`src/rtl/axi_mem_window_guard.sv`:
```
// AXI4 window guard: forwards bursts fully inside [BASE, BASE+SIZE), answers everything else with DECERR.
// Optional GUARD_STATS_EN adds a saturating reject counter and a sticky first-reject address.
module axi_mem_window_guard #(
  parameter int ADDR_W = 32,
  parameter int DATA_W = 64,
  parameter int ID_W   = 4,
  parameter logic [ADDR_W-1:0] BASE = 32'h8000_0000,
  parameter logic [ADDR_W-1:0] SIZE = 32'h1000_0000,
  parameter int OUTS_W = 4
) (
  input  logic                uncoreclk,
  input  logic                uncorerst,
  input  logic [ID_W-1:0]     s_axi_awid,
  input  logic [ADDR_W-1:0]   s_axi_awaddr,
  input  logic [7:0]          s_axi_awlen,
  input  logic [2:0]          s_axi_awsize,
  input  logic [1:0]          s_axi_awburst,
  input  logic                s_axi_awlock,
  input  logic [3:0]          s_axi_awcache,
  input  logic [2:0]          s_axi_awprot,
  input  logic [3:0]          s_axi_awqos,
  input  logic                s_axi_awvalid,
  output logic                s_axi_awready,
  input  logic [DATA_W-1:0]   s_axi_wdata,
  input  logic [DATA_W/8-1:0] s_axi_wstrb,
  input  logic                s_axi_wlast,
  input  logic                s_axi_wvalid,
  output logic                s_axi_wready,
  output logic [ID_W-1:0]     s_axi_bid,
  output logic [1:0]          s_axi_bresp,
  output logic                s_axi_bvalid,
  input  logic                s_axi_bready,
  input  logic [ID_W-1:0]     s_axi_arid,
  input  logic [ADDR_W-1:0]   s_axi_araddr,
  input  logic [7:0]          s_axi_arlen,
  input  logic [2:0]          s_axi_arsize,
  input  logic [1:0]          s_axi_arburst,
  input  logic                s_axi_arlock,
  input  logic [3:0]          s_axi_arcache,
  input  logic [2:0]          s_axi_arprot,
  input  logic [3:0]          s_axi_arqos,
  input  logic                s_axi_arvalid,
  output logic                s_axi_arready,
  output logic [ID_W-1:0]     s_axi_rid,
  output logic [DATA_W-1:0]   s_axi_rdata,
  output logic [1:0]          s_axi_rresp,
  output logic                s_axi_rlast,
  output logic                s_axi_rvalid,
  input  logic                s_axi_rready,
  output logic [ID_W-1:0]     m_axi_awid,
  output logic [ADDR_W-1:0]   m_axi_awaddr,
  output logic [7:0]          m_axi_awlen,
  output logic [2:0]          m_axi_awsize,
  output logic [1:0]          m_axi_awburst,
  output logic                m_axi_awlock,
  output logic [3:0]          m_axi_awcache,
  output logic [2:0]          m_axi_awprot,
  output logic [3:0]          m_axi_awqos,
  output logic                m_axi_awvalid,
  input  logic                m_axi_awready,
  output logic [DATA_W-1:0]   m_axi_wdata,
  output logic [DATA_W/8-1:0] m_axi_wstrb,
  output logic                m_axi_wlast,
  output logic                m_axi_wvalid,
  input  logic                m_axi_wready,
  input  logic [ID_W-1:0]     m_axi_bid,
  input  logic [1:0]          m_axi_bresp,
  input  logic                m_axi_bvalid,
  output logic                m_axi_bready,
  output logic [ID_W-1:0]     m_axi_arid,
  output logic [ADDR_W-1:0]   m_axi_araddr,
  output logic [7:0]          m_axi_arlen,
  output logic [2:0]          m_axi_arsize,
  output logic [1:0]          m_axi_arburst,
  output logic                m_axi_arlock,
  output logic [3:0]          m_axi_arcache,
  output logic [2:0]          m_axi_arprot,
  output logic [3:0]          m_axi_arqos,
  output logic                m_axi_arvalid,
  input  logic                m_axi_arready,
  input  logic [ID_W-1:0]     m_axi_rid,
  input  logic [DATA_W-1:0]   m_axi_rdata,
  input  logic [1:0]          m_axi_rresp,
  input  logic                m_axi_rlast,
  input  logic                m_axi_rvalid,
  output logic                m_axi_rready,
  output logic [15:0]         err_cnt,
  output logic [ADDR_W-1:0]   err_addr
);

  localparam logic [ADDR_W:0] ONE      = {{ADDR_W{1'b0}}, 1'b1};
  localparam logic [ADDR_W:0] WIN_BASE = {1'b0, BASE};
  localparam logic [ADDR_W:0] WIN_LAST = {1'b0, BASE} + {1'b0, SIZE} - ONE;

  typedef enum logic [2:0] {W_IDLE, W_PASS, W_DRAIN, W_WAIT, W_RESP} w_state_e;
  typedef enum logic [1:0] {R_IDLE, R_WAIT, R_RESP} r_state_e;

  w_state_e          w_state_q, w_state_d;
  r_state_e          r_state_q, r_state_d;
  logic [OUTS_W-1:0] wr_outs_q, rd_outs_q;
  logic [ID_W-1:0]   awid_q, awid_d, arid_q, arid_d;
  logic [7:0]        arlen_q, arlen_d, beat_q, beat_d;
  logic              aw_in, ar_in, wr_full, rd_full;
  logic              aw_fire, b_fire, ar_fire, r_done;

  // One extra bit of arithmetic catches bursts that wrap past the top of the address space.
  function automatic logic in_window(input logic [ADDR_W-1:0] addr, input logic [7:0] len,
                                     input logic [2:0] size, input logic [1:0] burst);
    logic [ADDR_W:0] bytes, start, last;
    bytes = ((ADDR_W+1)'(len) + ONE) << size;
    if (burst == 2'b00) bytes = ONE << size;
    start = {1'b0, addr};
    if (burst == 2'b10) start = start & ~(bytes - ONE);
    last = start + bytes - ONE;
    return (burst != 2'b11) && (start >= WIN_BASE) && (last <= WIN_LAST) && !last[ADDR_W];
  endfunction

  assign aw_in   = in_window(s_axi_awaddr, s_axi_awlen, s_axi_awsize, s_axi_awburst);
  assign ar_in   = in_window(s_axi_araddr, s_axi_arlen, s_axi_arsize, s_axi_arburst);
  assign wr_full = (wr_outs_q == {OUTS_W{1'b1}});
  assign rd_full = (rd_outs_q == {OUTS_W{1'b1}});

  assign m_axi_awid = s_axi_awid;       assign m_axi_awaddr  = s_axi_awaddr;
  assign m_axi_awlen = s_axi_awlen;     assign m_axi_awsize  = s_axi_awsize;
  assign m_axi_awburst = s_axi_awburst; assign m_axi_awlock  = s_axi_awlock;
  assign m_axi_awcache = s_axi_awcache; assign m_axi_awprot  = s_axi_awprot;
  assign m_axi_awqos = s_axi_awqos;     assign m_axi_wdata   = s_axi_wdata;
  assign m_axi_wstrb = s_axi_wstrb;     assign m_axi_wlast   = s_axi_wlast;
  assign m_axi_arid = s_axi_arid;       assign m_axi_araddr  = s_axi_araddr;
  assign m_axi_arlen = s_axi_arlen;     assign m_axi_arsize  = s_axi_arsize;
  assign m_axi_arburst = s_axi_arburst; assign m_axi_arlock  = s_axi_arlock;
  assign m_axi_arcache = s_axi_arcache; assign m_axi_arprot  = s_axi_arprot;
  assign m_axi_arqos = s_axi_arqos;

  assign aw_fire = m_axi_awvalid && m_axi_awready;
  assign b_fire  = m_axi_bvalid && m_axi_bready;
  assign ar_fire = m_axi_arvalid && m_axi_arready;
  assign r_done  = m_axi_rvalid && m_axi_rready && m_axi_rlast;

  always_comb begin
    w_state_d = w_state_q;  r_state_d = r_state_q;
    awid_d = awid_q;  arid_d = arid_q;  arlen_d = arlen_q;  beat_d = beat_q;
    s_axi_awready = 1'b0;  m_axi_awvalid = 1'b0;
    s_axi_wready  = 1'b0;  m_axi_wvalid  = 1'b0;
    s_axi_bvalid  = 1'b0;  s_axi_bid = m_axi_bid;  s_axi_bresp = m_axi_bresp;  m_axi_bready = 1'b0;
    s_axi_arready = 1'b0;  m_axi_arvalid = 1'b0;
    s_axi_rvalid  = 1'b0;  s_axi_rid = m_axi_rid;  s_axi_rdata = m_axi_rdata;
    s_axi_rresp   = m_axi_rresp;  s_axi_rlast = m_axi_rlast;  m_axi_rready = 1'b0;
    // Handshake outputs are held low for as long as reset is asserted.
    if (!uncorerst) begin
      case (w_state_q)
        W_IDLE: if (s_axi_awvalid && !wr_full) begin
          if (aw_in) begin
            m_axi_awvalid = 1'b1;
            s_axi_awready = m_axi_awready;
            if (m_axi_awready) w_state_d = W_PASS;
          end else begin
            s_axi_awready = 1'b1;
            awid_d        = s_axi_awid;
            w_state_d     = W_DRAIN;
          end
        end
        W_PASS: begin
          m_axi_wvalid = s_axi_wvalid;
          s_axi_wready = m_axi_wready;
          if (s_axi_wvalid && m_axi_wready && s_axi_wlast) w_state_d = W_IDLE;
        end
        W_DRAIN: begin
          s_axi_wready = 1'b1;
          if (s_axi_wvalid && s_axi_wlast) w_state_d = W_WAIT;
        end
        W_WAIT: if (wr_outs_q == '0) w_state_d = W_RESP;
        W_RESP: begin
          s_axi_bvalid = 1'b1;
          s_axi_bresp  = 2'b11;
          s_axi_bid    = awid_q;
          if (s_axi_bready) w_state_d = W_IDLE;
        end
        default: w_state_d = W_IDLE;
      endcase
      if (w_state_q != W_RESP) begin
        s_axi_bvalid = m_axi_bvalid;
        m_axi_bready = s_axi_bready;
      end

      case (r_state_q)
        R_IDLE: if (s_axi_arvalid) begin
          if (ar_in) begin
            if (!rd_full) begin
              m_axi_arvalid = 1'b1;
              s_axi_arready = m_axi_arready;
            end
          end else begin
            s_axi_arready = 1'b1;
            arid_d        = s_axi_arid;
            arlen_d       = s_axi_arlen;
            r_state_d     = R_WAIT;
          end
        end
        R_WAIT: if (rd_outs_q == '0) begin
          beat_d    = 8'd0;
          r_state_d = R_RESP;
        end
        R_RESP: begin
          s_axi_rvalid = 1'b1;
          s_axi_rid    = arid_q;
          s_axi_rdata  = '0;
          s_axi_rresp  = 2'b11;
          s_axi_rlast  = (beat_q == arlen_q);
          if (s_axi_rready) begin
            beat_d = beat_q + 8'd1;
            if (beat_q == arlen_q) r_state_d = R_IDLE;
          end
        end
        default: r_state_d = R_IDLE;
      endcase
      if (r_state_q != R_RESP) begin
        s_axi_rvalid = m_axi_rvalid;
        m_axi_rready = s_axi_rready;
      end
    end
  end

  always_ff @(posedge uncoreclk) begin
    if (uncorerst) begin
      w_state_q <= W_IDLE;  r_state_q <= R_IDLE;
      wr_outs_q <= '0;      rd_outs_q <= '0;
      awid_q <= '0;  arid_q <= '0;  arlen_q <= '0;  beat_q <= '0;
    end else begin
      w_state_q <= w_state_d;  r_state_q <= r_state_d;
      awid_q <= awid_d;  arid_q <= arid_d;  arlen_q <= arlen_d;  beat_q <= beat_d;
      case ({aw_fire, b_fire})
        2'b10:   wr_outs_q <= wr_outs_q + 1'b1;
        2'b01:   wr_outs_q <= wr_outs_q - 1'b1;
        default: wr_outs_q <= wr_outs_q;
      endcase
      case ({ar_fire, r_done})
        2'b10:   rd_outs_q <= rd_outs_q + 1'b1;
        2'b01:   rd_outs_q <= rd_outs_q - 1'b1;
        default: rd_outs_q <= rd_outs_q;
      endcase
    end
  end

`ifdef GUARD_STATS_EN
  logic              aw_rej, ar_rej, err_seen_q;
  logic [1:0]        rej_n;
  logic [15:0]       err_cnt_q;
  logic [ADDR_W-1:0] err_addr_q;

  assign aw_rej = !uncorerst && (w_state_q == W_IDLE) && s_axi_awvalid && !wr_full && !aw_in;
  assign ar_rej = !uncorerst && (r_state_q == R_IDLE) && s_axi_arvalid && !ar_in;
  assign rej_n  = {1'b0, aw_rej} + {1'b0, ar_rej};

  always_ff @(posedge uncoreclk) begin
    if (uncorerst) begin
      err_cnt_q  <= '0;
      err_addr_q <= '0;
      err_seen_q <= 1'b0;
    end else begin
      if (err_cnt_q > (16'hFFFF - {14'd0, rej_n})) err_cnt_q <= 16'hFFFF;
      else                                          err_cnt_q <= err_cnt_q + {14'd0, rej_n};
      if (!err_seen_q && (aw_rej || ar_rej)) begin
        err_seen_q <= 1'b1;
        err_addr_q <= aw_rej ? s_axi_awaddr : s_axi_araddr;
      end
    end
  end

  assign err_cnt  = err_cnt_q;
  assign err_addr = err_addr_q;
`else
  assign err_cnt  = '0;
  assign err_addr = '0;
`endif

endmodule

```
`config.mk`:
```
export PLATFORM = sky130hd
export DESIGN_NAME = axi_mem_window_guard
export DESIGN_NICKNAME = d
export VERILOG_FILES = /design/src/rtl/axi_mem_window_guard.sv
export SDC_FILE = /design/constraint.sdc
export NUM_CORES = 1
export LEC_CHECK = 0
export BUFFER_PORTS_ARGS = -buffer_cell sky130_fd_sc_hd__buf_2
export CORE_AREA = 2 2 241 243
export DETAILED_ROUTE_END_ITERATION = 16
export DIE_AREA = 0 0 243 245
export SYNTH_ARGS = -nofsm -noshare
export SYNTH_HDL_FRONTEND = slang
export SYNTH_SLANG_ARGS = --single-unit
```
`constraint.sdc`:
```
create_clock -name uncoreclk -period 6.2 [get_ports uncoreclk]
set_input_delay 0.31 -clock uncoreclk [delete_from_list [all_inputs] [get_ports uncoreclk]]
set_output_delay 0.31 -clock uncoreclk [all_outputs]
set_load 0.02 [all_outputs]
```
After elaboration in Yosys (flattened, before gate mapping)
Index checks and enable logic that the tools add are counted.
W data, S select, Z words.
{"block": "totals", "output_inout_bits": 330, "wordCells": 164, "regBits": 37}
{"block": "classes", "reduce_logical": 32, "n_mux": 67, "n_shift": 4, "n_eq_ne": 30, "add_sub_neg": 13, "bitwise": 6, "n_lt_le_gt_ge": 4}
{"op": "$mux W33", "count": 4}
{"op": "$sub A33 B1 Y33 const B", "count": 4}
{"op": "$mux W64", "count": 2}
{"op": "$add A33 B33 Y33", "count": 2}
{"op": "$and A32 B33 Y33", "count": 2}
{"op": "$ge A33 B32 Y1 const B", "count": 2}
{"op": "$le A33 B32 Y1 const B", "count": 2}
{"op": "$not A33 Y33", "count": 2}
{"op": "$shl A1 B3 Y33 const A", "count": 2}
{"op": "$shl A9 B3 Y33", "count": 2}
{"op": "$mux W1", "count": 33}
{"op": "$ne A2 B2 Y1 const B", "count": 13}
{"op": "$mux W3", "count": 7}
{"op": "$add A8 B1 Y9 const B", "count": 2}
{"op": "$mux W2", "count": 9}
{"op": "$mux W4", "count": 4}
{"op": "$mux W8", "count": 2}
{"op": "$pmux W4 S2", "count": 2}
{"op": "$pmux W8 S2", "count": 1}
{"op": "$logic_and A1 B1 Y1", "count": 15}
{"op": "$pmux W3 S5", "count": 1}
{"op": "$eq A2 B2 Y1 const B", "count": 5}
{"op": "$reduce_and A3 Y1", "count": 3}
{"op": "$add A4 B1 Y4 const B", "count": 2}
{"op": "other kinds (19)", "count": 33}

Logic depth before layout (Yosys ltp)
Gate-level depths: netlist (run 1).
{"block": "logic_depth", "ltp_word": 19, "ltp_mapped": 35, "depth_no_buf": 34}

Least setup slack after synthesis (run 1)
OpenSTA, ideal clock, no wires.
{"block": "synth_path", "kind": "input to register", "from": "in s_axi_awsize[0]", "to": "reg wr_outs_q[3]", "arrival_time_ns": 6.814, "setup_time_ns": 0.071, "path_slack_ns": -0.685, "cell_stages": 33, "path_cell_list": "buf_2 > inv_2 > clkbuf_1 > mux2_2 > mux4_2 > a21oi_4 > nor4_4 > and3_1 > ha_1 > o21ai_0 > ha_1 > inv_1 > ha_1 > a21o_1 > a21o_1 > a21oi_1 > o21ai_0 > a32o_1 > a221o_1 > or3_1 > a21oi_1 > nor2_1 > o41ai_2 > buf_4 > and2_4 > nand2_1 > ha_1 > ha_1 > a21o_1 > a21oi_1 > xnor2_1 > or3_1 > a21oi_1"}
{"block": "synth_between", "elab_chain_cells": 18, "word_cells_on_any_way": 24, "cone_classes": "add/sub (3); order compare (2); eq/ne (2); shift (2); mux (7); bitwise (2); reduce/logical (6)"}
{"item": "from (decl)", "line_no": "16", "text": "input logic [2:0] s_axi_awsize,"}
{"item": "$shl A9 B3 Y33 or $shl A1 B3 Y33 (tied branches)", "line_no": "110, 111"}
{"item": "$mux W33 (*)", "line_no": "111", "text": "if (burst == 2'b00) bytes = ONE << size;"}
{"item": "$sub A33 B1 Y33", "line_no": "113", "text": "if (burst == 2'b10) start = start & ~(bytes - ONE);"}
{"item": "$not A33 Y33", "line_no": "113"}
{"item": "$and A32 B33 Y33", "line_no": "113"}
{"item": "$mux W33", "line_no": "113"}
{"item": "$add A33 B33 Y33", "line_no": "114", "text": "last = start + bytes - ONE;"}
{"item": "$sub A33 B1 Y33", "line_no": "114"}
{"item": "(+3 left out)"}
{"item": "$mux W1 (*)", "line_no": "153", "text": "if (aw_in) begin"}
{"item": "$mux W1 (*)", "line_no": "152", "text": "W_IDLE: if (s_axi_awvalid && !wr_full) begin"}
{"item": "$mux W1 (*)", "line_no": "151", "text": "case (w_state_q)"}
{"item": "$mux W1 (*)", "line_no": "150", "text": "if (!uncorerst) begin"}
{"item": "via m_axi_awvalid", "line_no": "59", "text": "output logic m_axi_awvalid,"}
{"item": "$logic_and A1 B1 Y1 (*)", "line_no": "135", "text": "assign aw_fire = m_axi_awvalid && m_axi_awready;"}
{"item": "$eq A2 B1 Y1 or $eq A2 B2 Y1 (tied branches)", "line_no": "232", "text": "case ({aw_fire, b_fire})"}
{"item": "$pmux W4 S2 or $reduce_bool A2 Y1 (tied branches)"}
{"item": "to (signal assigned)", "line_no": "233", "text": "2'b10: wr_outs_q <= wr_outs_q + 1'b1;"}
{"item": "to (signal assigned)", "line_no": "234", "text": "2'b01: wr_outs_q <= wr_outs_q - 1'b1;"}
{"item": "to (signal assigned)", "line_no": "235", "text": "default: wr_outs_q <= wr_outs_q;"}
{"item": "to (decl)", "line_no": "100", "text": "logic [OUTS_W-1:0] wr_outs_q, rd_outs_q;"}
Mark *: on every way through the listed nets, which the timed path passes. The rest lies on a longest branch.
A chain may end at the register's enable or synchronous reset.

Final worst setup path (run 1)
{"block": "layout_path", "from": "in s_axi_awlen[4]", "to": "reg wr_outs_q[3]"}
{"block": "layout_between", "elab_chain_cells": 19, "word_cells_on_any_way": 24, "cone_classes": "add/sub (4); order compare (2); eq/ne (2); shift (1); mux (7); bitwise (2); reduce/logical (6)"}
{"item": "from (decl)", "line_no": "15", "text": "input logic [7:0] s_axi_awlen,"}
{"item": "$add A8 B1 Y9 (*)", "line_no": "110", "text": "bytes = ((ADDR_W+1)'(len) + ONE) << size;"}
{"item": "$shl A9 B3 Y33 (*)", "line_no": "110"}
{"item": "$mux W33 (*)", "line_no": "111"}
{"item": "$sub A33 B1 Y33", "line_no": "113"}
{"item": "$not A33 Y33", "line_no": "113"}
{"item": "$and A32 B33 Y33", "line_no": "113"}
{"item": "$mux W33", "line_no": "113"}
{"item": "$add A33 B33 Y33", "line_no": "114"}
{"item": "(+3 left out)"}
{"item": "$logic_and A1 B1 Y1 (*)", "line_no": "115", "text": "return (burst != 2'b11) && (start >= WIN_BASE) && (last <= WIN_LAST) && !last[ADDR_W];"}
{"item": "$mux W1 (*)", "line_no": "153"}
{"item": "$mux W1 (*)", "line_no": "152"}
{"item": "$mux W1 (*)", "line_no": "151"}
{"item": "$mux W1 (*)", "line_no": "150"}
{"item": "$logic_and A1 B1 Y1 (*)", "line_no": "135"}
{"item": "$eq A2 B1 Y1 or $eq A2 B2 Y1 (tied branches)", "line_no": "232"}
{"item": "$pmux W4 S2 or $reduce_bool A2 Y1 (tied branches)"}
Every way passes the cells marked *; elsewhere a longest branch is shown, timed or not.

==> metrics.yaml, run 1 <==
status: "finished with violations"
failed_checks: "negative setup slack"
netlist_top_cells_count: "247 x buf_4, 117 x ha_1, 116 x inv_1"
stdcell_area_sq_um: 14600
use_met1_pct: 14.4
fill_cells: 6347
ant_nets: 0
clock_power_share_pct: 15.3
synth_top_family_by_area: "simple AND/OR/NAND/NOR gates"
clk_latency_ns: 0.29
drive_gt1_share_pct: 45.0
avgRoutedWirePerCell_microns: 15.1
required_ns: 6.43
syn_area_per_cell_sq_um: 7.26
fin_crit_ns: 6.35
placed_cell_area_sq_um: 13700
period_share_pct: 102
grt_max_degree: 60
cts_tree: "built"
overflow: 0
seqPwrFrac_pct: 14.6
maxCapViolCount: 0
cpLargestDelayFamily: "compound AO/OA/AOI/OAI gates"
gp_congestion: 0.894
synth.area.top_cells: "buf_4 18%, ha_1 14%, dfxtp_1 7.1%"
start_util_pct: 18.2
worstMarginPinSlew_ns: 0.993
worstPathMaxFanout: 6
synth_compound_area_share_pct: 22.5
crit_buf_inv: 3
clock_skew_ns: 0.00488
synth_top_area_share_pct: 17.9
fin_ws_ns: -0.149
p_switching_uw: 832
cp_slowest_cell: "or3_4"
synth-seq-area-share_pct: 7.13
rows: 88
core-area_sq_um: 57000
hp-class: "in2reg"
grt-busiest-layer: "met2"
pin_count: 614
drt_iter0_drc: 461
comb_power_share_pct: 70.1
syn-instance-count: 1431
synthAdderAreaFrac_pct: 14.9
area_growth_pct: 40.4
final_hold_viol_count: 0
powerDensity_nw_per_um2: 126
start_kind: "primary input"
vdd_ir_drop_max_v: 0.0000984
ys_types: 104
cts.sink_count: 37
yosys.area.top_type: "buf_4"
swShare_pct: 45.4
die_w_microns: 243
crit_top_cell: "ha_4"
cts_made_buffers: 5
ys_async_sr_fraction_pct: 0
max_freq_ghz: 0.158
setup_viol_count_final: 1
tns_ns: -0.149
syn_area_sq_um: 10400
p_leak_uw: 0.00718
grt_use_met2_pct: 21.4
synth-edff-count: 0
htree_levels: 2
worst_path_largest_cell_delay_ns: 0.41
root_buffer: "clkbuf_16"
dr_total_vias: 11227
synth_xor_xnor_area_share_pct: 3.86
p_int_uw: 1000
first_pass_iters: 5
synthSimpleGateAreaFrac_pct: 26.1
die-height_microns: 245
muxShareOfSynthArea_pct: 1.49
postCtsHoldBufs: 0
viasPerCell: 4.24
endpoint_kind: "flip-flop"
drt_wl_total_microns: 39800
grt_pass1_vias: 10608
clock_path_buffers: 2
ys_ff_latch: 37
yosysWarnings: 0
fp.dieArea_sq_um: 59500
drc: 0
post-route-util_pct: 25.6
crit_type: "in2reg"
arrival_ns: 6.58
grtUsageMet3_pct: 5.50
finalMaxSlewViolations: 0
slew_headroom_pct: 33.3
rsz0062_at_grt: "true"
hpwl_microns: 34100
finish.net_count: 2283
preCtsSetupSlack_ns: -0.575
antenna_found_initial: 1
io_buffer_count: 373
grt_util_all_layers_pct: 12.4
clkTransAtPathRegs_ns: 0.07
synth_most_common_cell: "buf_4"
grt_pass1_wl_microns: 58300
synthFlopType: "dfxtp_1"
routing by layer:
metal	share of wire, %	up-vias
met5	0.28	-
met4	1.4	2
met3	11	42
met2	47	418
met1	41	5129
li1	-	5636
cell type report:
cell class                 count  area, sq um  share of cell area (%)
inverter                     117          442                    3.03
sequential                    37          741                    5.08
timing repair buffer         687         4340                    29.8
antenna                        1         2.50                  0.0172
clock inverter                 3         25.0                   0.172
clock buffer                   5          125                   0.858
tap                          765          957                    6.57
multi-input combinational   1030         7940                    54.5
state kept, by name, summed over array words and instances (netlist names):
| register | count |
|---|---|
| arlen_q | 8 |
| beat_q | 8 |
| arid_q | 4 |
| awid_q | 4 |
| rd_outs_q | 4 |
| wr_outs_q | 4 |
| w_state_q | 3 |
| r_state_q | 2 |
cell usage in the layout (no fill, tap or decap), types with 39 or more instances in the layout:
| cell | instances |
|---|---|
| a21oi_1 | 58 |
| and2_1 | 39 |
| buf_2 | 364 |
| buf_4 | 302 |
| conb_1 | 48 |
| ha_1 | 102 |
| inv_1 | 111 |
| nand2_1 | 75 |
| nor2_1 | 68 |
| nor2b_1 | 81 |
| o21ai_0 | 54 |
final timing paths:
check	from	to	slack [ns]	cells past startpoint
setup / recovery	s_axi_awlen[4]	wr_outs_q[3]$_SDFFE_PP0P_	-0.15	33
hold / removal	m_axi_awready	w_state_q[0]$_SDFFE_PP0P_	0.34	3
setup reg to reg	w_state_q[1]$_SDFFE_PP0P_	wr_outs_q[3]$_SDFFE_PP0P_	3.56	13
hold reg to reg	arid_q[3]$_SDFFE_PP0P_	arid_q[3]$_SDFFE_PP0P_	0.48	2
timing repair:
item                                    4_1_cts  5_1_grt
pin swaps                                    43       52
resized for setup                            57       71
endpoints found under the setup margin        6        8
setup buffers                                13       14
power groups by stage:
stage	Combinational, uW	Clock [uW]	Sequential, uW
2_1_floorplan	873	0	267
3_3_place_gp	1200	0	273
3_5_place_dp	1210	0	273
4_1_cts	1250	296	268
5_1_grt	1410	304	271
6_report	1280	280	268
cell families after synthesis:
kind of cell | count (synthesis)
simple gates | 473
flops | 37
mux | 13
other cells | 1
compound gates | 331
buf+inv | 411
fa+ha+maj | 121
xor+xnor | 44
worst min-delay path, cell delays in order:
cell	delay [ns]
buf_2	0.13
nand4_1	0.08
nand3_1	0.06
per-stage QoR:
step | power (uW) | hold slack [ns] | cells
after floorplan | 1140 | 0.450 | 1478
after global placement | 1480 | 0.465 | 2612
after detailed placement | 1480 | 0.467 | 2612
after CTS | 1810 | 0.323 | 2631
after global routing | 1990 | 0.343 | 2644
final | 1830 | 0.341 | 2645
Power figures use the tool's default switching activity.
==> run 2, diff against run 1 <==
CORE_AREA = 2 2 240 242   (was 2 2 241 243)
CTS_CLUSTER_SIZE = 20   (was default)
DIE_AREA = 0 0 242 244   (was 0 0 243 245)
clock period = 7.1 ns   (was 6.2 ns; I/O delays follow)
==> metrics.yaml, run 2 (synthesis results as in run 1) <==
finish.net_count: 2048  # -10%
antenna_found_initial: 2  # +1
fp.dieArea_sq_um: 59000  # -0.82%
clock_skew_ns: 0.00394  # -0.000944 ns
gp_congestion: 0.885  # -1.0%
worstPathMaxFanout: 4  # -2
drive_gt1_share_pct: 32.7  # -12 points
vdd_ir_drop_max_v: 0.0000781  # -21%
final_hold_viol_count: 0  # unchanged
first_pass_iters: 5  # unchanged
fin_crit_ns: 6.66
cts_made_buffers: 5  # unchanged
io_buffer_count: 373  # unchanged
drc: 0  # unchanged
drt_iter0_drc: 428  # -7.2%
worst_path_largest_cell_delay_ns: 0.36  # -0.05 ns
postCtsHoldBufs: 0  # unchanged
ant_nets: 0  # unchanged
hp-class: "in2reg"
period_share_pct: 93.8
die_w_microns: 242  # -0.41%
root_buffer: "clkbuf_16"
tns_ns: 0  # +0.149 ns
grt_pass1_wl_microns: 54200  # -7.1%
grt_pass1_vias: 9700  # -8.6%
timing.hold.ws_ns: 0.327  # -0.0141 ns
start_kind: "primary input"
clock_path_buffers: 2  # unchanged
core-area_sq_um: 56200  # -1.5%
layout_commonest_cell: "buf_2"
die-height_microns: 244  # -0.41%
clk_latency_ns: 0.30  # about the same
worstMarginPinSlew_ns: 0.918  # -0.0753 ns
status: "finished, final reports clean"
cpLargestDelayFamily: "compound AO/OA/AOI/OAI gates"
viasPerCell: 4.34  # +2.3%
htree_levels: 2  # unchanged
slew_headroom_pct: 38.3  # +5.1 points
finalMaxSlewViolations: 0  # unchanged
avgRoutedWirePerCell_microns: 15.1  # +0.58%
setup_viol_count_final: 0  # -1
fill_cells: 6384  # +0.58%
grt_max_degree: 60  # unchanged
required_ns: 7.32  # +0.89 ns
p_leak_uw: 0.00593  # -17%
multi_input_area_sq_um: 7440  # -6.3%
clkTransAtPathRegs_ns: 0.07  # about the same
crit_buf_inv: 3  # unchanged
start_util_pct: 18.5  # +0.28 points
crit_top_cell: "a21oi_1"
max_freq_ghz: 0.150
dr_total_vias: 10428  # -7.1%
cts_tree: "built"
grt_util_all_layers_pct: 11.5  # -0.90 points
cts.sink_count: 37  # unchanged
powerDensity_nw_per_um2: 115  # -8.3%
endpoint_kind: "flip-flop"
arrival_ns: 6.88  # +0.30 ns
drt_wl_total_microns: 36400  # -8.7%
reg_top3: "arlen_q (8), beat_q (8)"
fin_ws_ns: 0.443  # +0.592 ns
rows: 87  # -1.1%
preCtsSetupSlack_ns: -0.139  # +0.435 ns
overflow: 0  # unchanged
maxCapViolCount: 0  # unchanged
hpwl_microns: 31100  # -8.9%
final_cell_mix: "372 x buf_2, 116 x inv_1, 115 x ha_1, 81 x nor2b_1"
cp_slowest_cell: "a221o_1"
register_area_sq_um: 741  # unchanged
pin_count: 614  # unchanged
crit_type: "in2reg"
area_growth_pct: 17.4
[run 2: cell count changes in the layout (fill, tap and decap cells not counted), sizes merged]
cell,previous run,this run
buf,683,451
clkbuf,9,6
diode,1,2
[run 2: per-stage QoR]
step	total power, uW	utilization, %	cells	cell area, sq um
4_1_cts	1410	21.4	2392	12000
3_3_place_gp	1140	21.1	2384	11900
6_report	1410	21.7	2402	12200
3_5_place_dp	1140	21.1	2384	11900
2_1_floorplan	986	-	1478	10600
5_1_grt	1540	21.7	2400	12200
[run 2: cell type report]
class | instances | share of cell area [%]
sequential | 37 | 6.08
timing repair buffer | 452 | 20.2
tap | 756 | 7.76
clock buffer | 5 | 1.03
inverter | 117 | 3.60
antenna | 2 | 0.0411
multi-input combinational | 1030 | 61.1
clock inverter | 3 | 0.205
[run 2: metal layers]
metal,part of all wire [%],vias to the layer above,routed length [microns],track usage [%]
met5,0.30,-,109,1.31
met2,46,455,16700,19.2
met3,10,34,3640,4.53
met1,42,4773,15400,14.1
li1,-,5164,-,-
met4,1.6,2,578,2.03
[run 2: worst min-delay path, delay by kind of cell]
family | cells | cell delay (ns)
AND/OR/NAND/NOR | 2 | 0.13
buffers and inverters | 1 | 0.10
[run 2: repair_timing]
item	4_1_cts	5_1_grt
setup endpoints to repair	0	4
gates resized for setup	0	22
buffers inserted	0	8
[run 2: worst paths after layout]
path                        startpoint                         to  slack [ns]  cells after the start
max                     s_axi_arlen[0]  rd_outs_q[3]$_SDFFE_PP0P_        0.44                     33
min                      m_axi_awready  w_state_q[0]$_SDFFE_PP0P_        0.33                      3
min reg2reg     arid_q[0]$_SDFFE_PP0P_     arid_q[0]$_SDFFE_PP0P_        0.48                      2
max reg2reg  w_state_q[1]$_SDFFE_PP0P_  wr_outs_q[3]$_SDFFE_PP0P_        4.41                     13
[run 2: power breakdown]
group | internal (uW) | switching (uW) | total (uW)
Combinational | 375 | 551 | 926
Sequential | 222 | 12.1 | 234
Clock | 133 | 113 | 246
==> run 3, diff against run 2 <==
clock period = 6.3 ns   (was 7.1 ns; I/O delays follow)
==> metrics.yaml, run 3 (synthesis results as in run 1) <==
slew_headroom_pct: 24.4  # -14 points
clk_latency_ns: 0.30  # about the same
status: "finished, final reports clean"
cts.sink_count: 37  # unchanged
comb_power_share_pct: 68.7  # +2.8 points
io_buffer_count: 373  # unchanged
fill_cells: 6204  # -2.8%
gp_congestion: 0.882  # -0.35%
start_util_pct: 18.5  # unchanged
clock_skew_ns: 0.0107  # +0.00680 ns
worstPathMaxFanout: 7  # +3
p_int_uw: 1020  # +39%
first_pass_iters: 5  # unchanged
hp-class: "in2reg"
maxCapViolCount: 0  # unchanged
cpLargestDelayFamily: "compound AO/OA/AOI/OAI gates"
max_freq_ghz: 0.161
cp_slowest_cell: "or3_1"
start_kind: "primary input"
clock_power_share_pct: 17.1  # -0.4 points
seqPwrFrac_pct: 14.2  # -2.4 points
crit_type: "in2reg"
clkTransAtPathRegs_ns: 0.07  # about the same
worst_path_largest_cell_delay_ns: 0.36  # about the same
layout_commonest_cell: "buf_2"
reg_top3: "arlen_q (8), beat_q (8)"
power_uw: 1850  # +32%
area_growth_pct: 39.9
crit_buf_inv: 4  # +1
htree_levels: 2  # unchanged
endpoint_kind: "flip-flop"
vdd_ir_drop_max_v: 0.0000895  # +15%
placed_cell_area_sq_um: 13400  # +13%
avgRoutedWirePerCell_microns: 16.1  # +6.6%
grt_pass1_wl_microns: 60900  # +12%
die_w_microns: 242  # unchanged
ant_nets: 0  # unchanged
cts_made_buffers: 5  # unchanged
root_buffer: "clkbuf_16"
finalMaxSlewViolations: 0  # unchanged
hpwl_microns: 35500  # +14%
worstMarginPinSlew_ns: 1.13  # +0.208 ns
antenna_found_initial: 5  # +3
drt_wl_total_microns: 42100  # +16%
fin_crit_ns: 6.23
core-area_sq_um: 56200  # unchanged
final_hold_viol_count: 0  # unchanged
grt_util_all_layers_pct: 13.2  # +1.7 points
rows: 87  # unchanged
pin_count: 614  # unchanged
drc: 0  # unchanged
fp.dieArea_sq_um: 59000  # unchanged
stdcell_area_sq_um: 14500  # +19%
overflow: 0  # unchanged
required_ns: 6.54  # -0.78 ns
final_cell_mix: "365 x buf_2, 284 x buf_4, 108 x inv_1, 95 x ha_1, 81 x nor2b_1"
viasPerCell: 4.36  # +0.32%
rsz0062_at_grt: "true"
grt_max_degree: 72  # +20%
arrival_ns: 6.47  # -0.41 ns
powerDensity_nw_per_um2: 128  # +11%
cts_tree: "built"
p_leak_uw: 0.00707  # +19%
drt_iter0_drc: 621  # +45%
dr_total_vias: 11376  # +9.1%
clock_path_buffers: 2  # unchanged
setup_viol_count_final: 0  # unchanged
finish.net_count: 2259  # +10%
swShare_pct: 45.1  # -3.0 points
grt_pass1_vias: 10792  # +11%
die-height_microns: 244  # unchanged
period_share_pct: 98.8
drive_gt1_share_pct: 45.8  # +13 points
p_switching_uw: 837  # +24%
## run 3: cell count changes in the layout (fill, tap and decap cells not counted), sizes merged
cell,delta
buf,+208
inv,-1
clkbuf,+4
bufinv,+1
diode,-1
clkinvlp,-1
## run 3: tightest hold or removal path, delay by kind of cell
kind / cells / cell delay (ns)
buf+inv: 1 / 0.14
simple gates: 2 / 0.15
## run 3: path summary, 6_finish.rpt
kind                                     to                      start  cells past startpoint  slack [ns]
hold / removal    w_state_q[0]$_SDFFE_PP0P_              m_axi_awready                      3        0.35
setup / recovery  wr_outs_q[3]$_SDFFE_PP0P_             s_axi_awlen[3]                     34        0.07
setup reg to reg  rd_outs_q[3]$_SDFFE_PP0P_  r_state_q[1]$_SDFFE_PP0P_                     10        3.39
hold reg to reg      arid_q[3]$_SDFFE_PP0P_     arid_q[3]$_SDFFE_PP0P_                      2        0.48
## run 3: area by class of cell
type	count	area, sq um	share of cell area (%)
antenna	1	2.50	0.0172
clock inverter	2	38.8	0.267
timing repair buffer	663	4110	28.3
clock buffer	6	129	0.887
inverter	117	439	3.02
sequential	37	741	5.10
multi-input combinational	1030	8130	55.9
tap	756	946	6.51
## run 3: layer usage
layer	global-route usage [%]	up-vias	share of wire, %
met5	1.14	-	0.29
met4	2.38	6	1.8
met3	5.34	59	9.2
met2	21.8	427	46
met1	16.3	5296	43
li1	-	5588	-
## run 3: repair_timing
action                                  in CTS  in global routing
setup buffers                               20                 14
cloned                                       0                  0
endpoints found under the setup margin       4                 11
hold buffers                                 0                  0
endpoints found under the hold margin        0                  0
pin swaps                                   46                 62
resized for setup                           54                104
## run 3: stage by stage
stage               setup slack [ns]  TNS (ns)  hold slack (ns)  cells  util (%)
detailed placement            -0.550     -2.10            0.467   2569      23.8
global placement              -0.518     -1.77            0.469   2569      23.8
finish                        0.0729         0            0.345   2612      25.9
CTS                          -0.0520   -0.0908            0.329   2597      24.8
floorplan                     -0.158    -0.158            0.450   1478         -
global route                  -0.202    -0.293            0.349   2611      25.9
## run 3: power groups by stage
stage	registers [uW]	logic, uW	clock network, uW
4_1_cts	264	1210	327
5_1_grt	267	1400	340
6_report	264	1270	316
3_5_place_dp	269	1170	0
3_3_place_gp	269	1160	0
2_1_floorplan	263	858	0
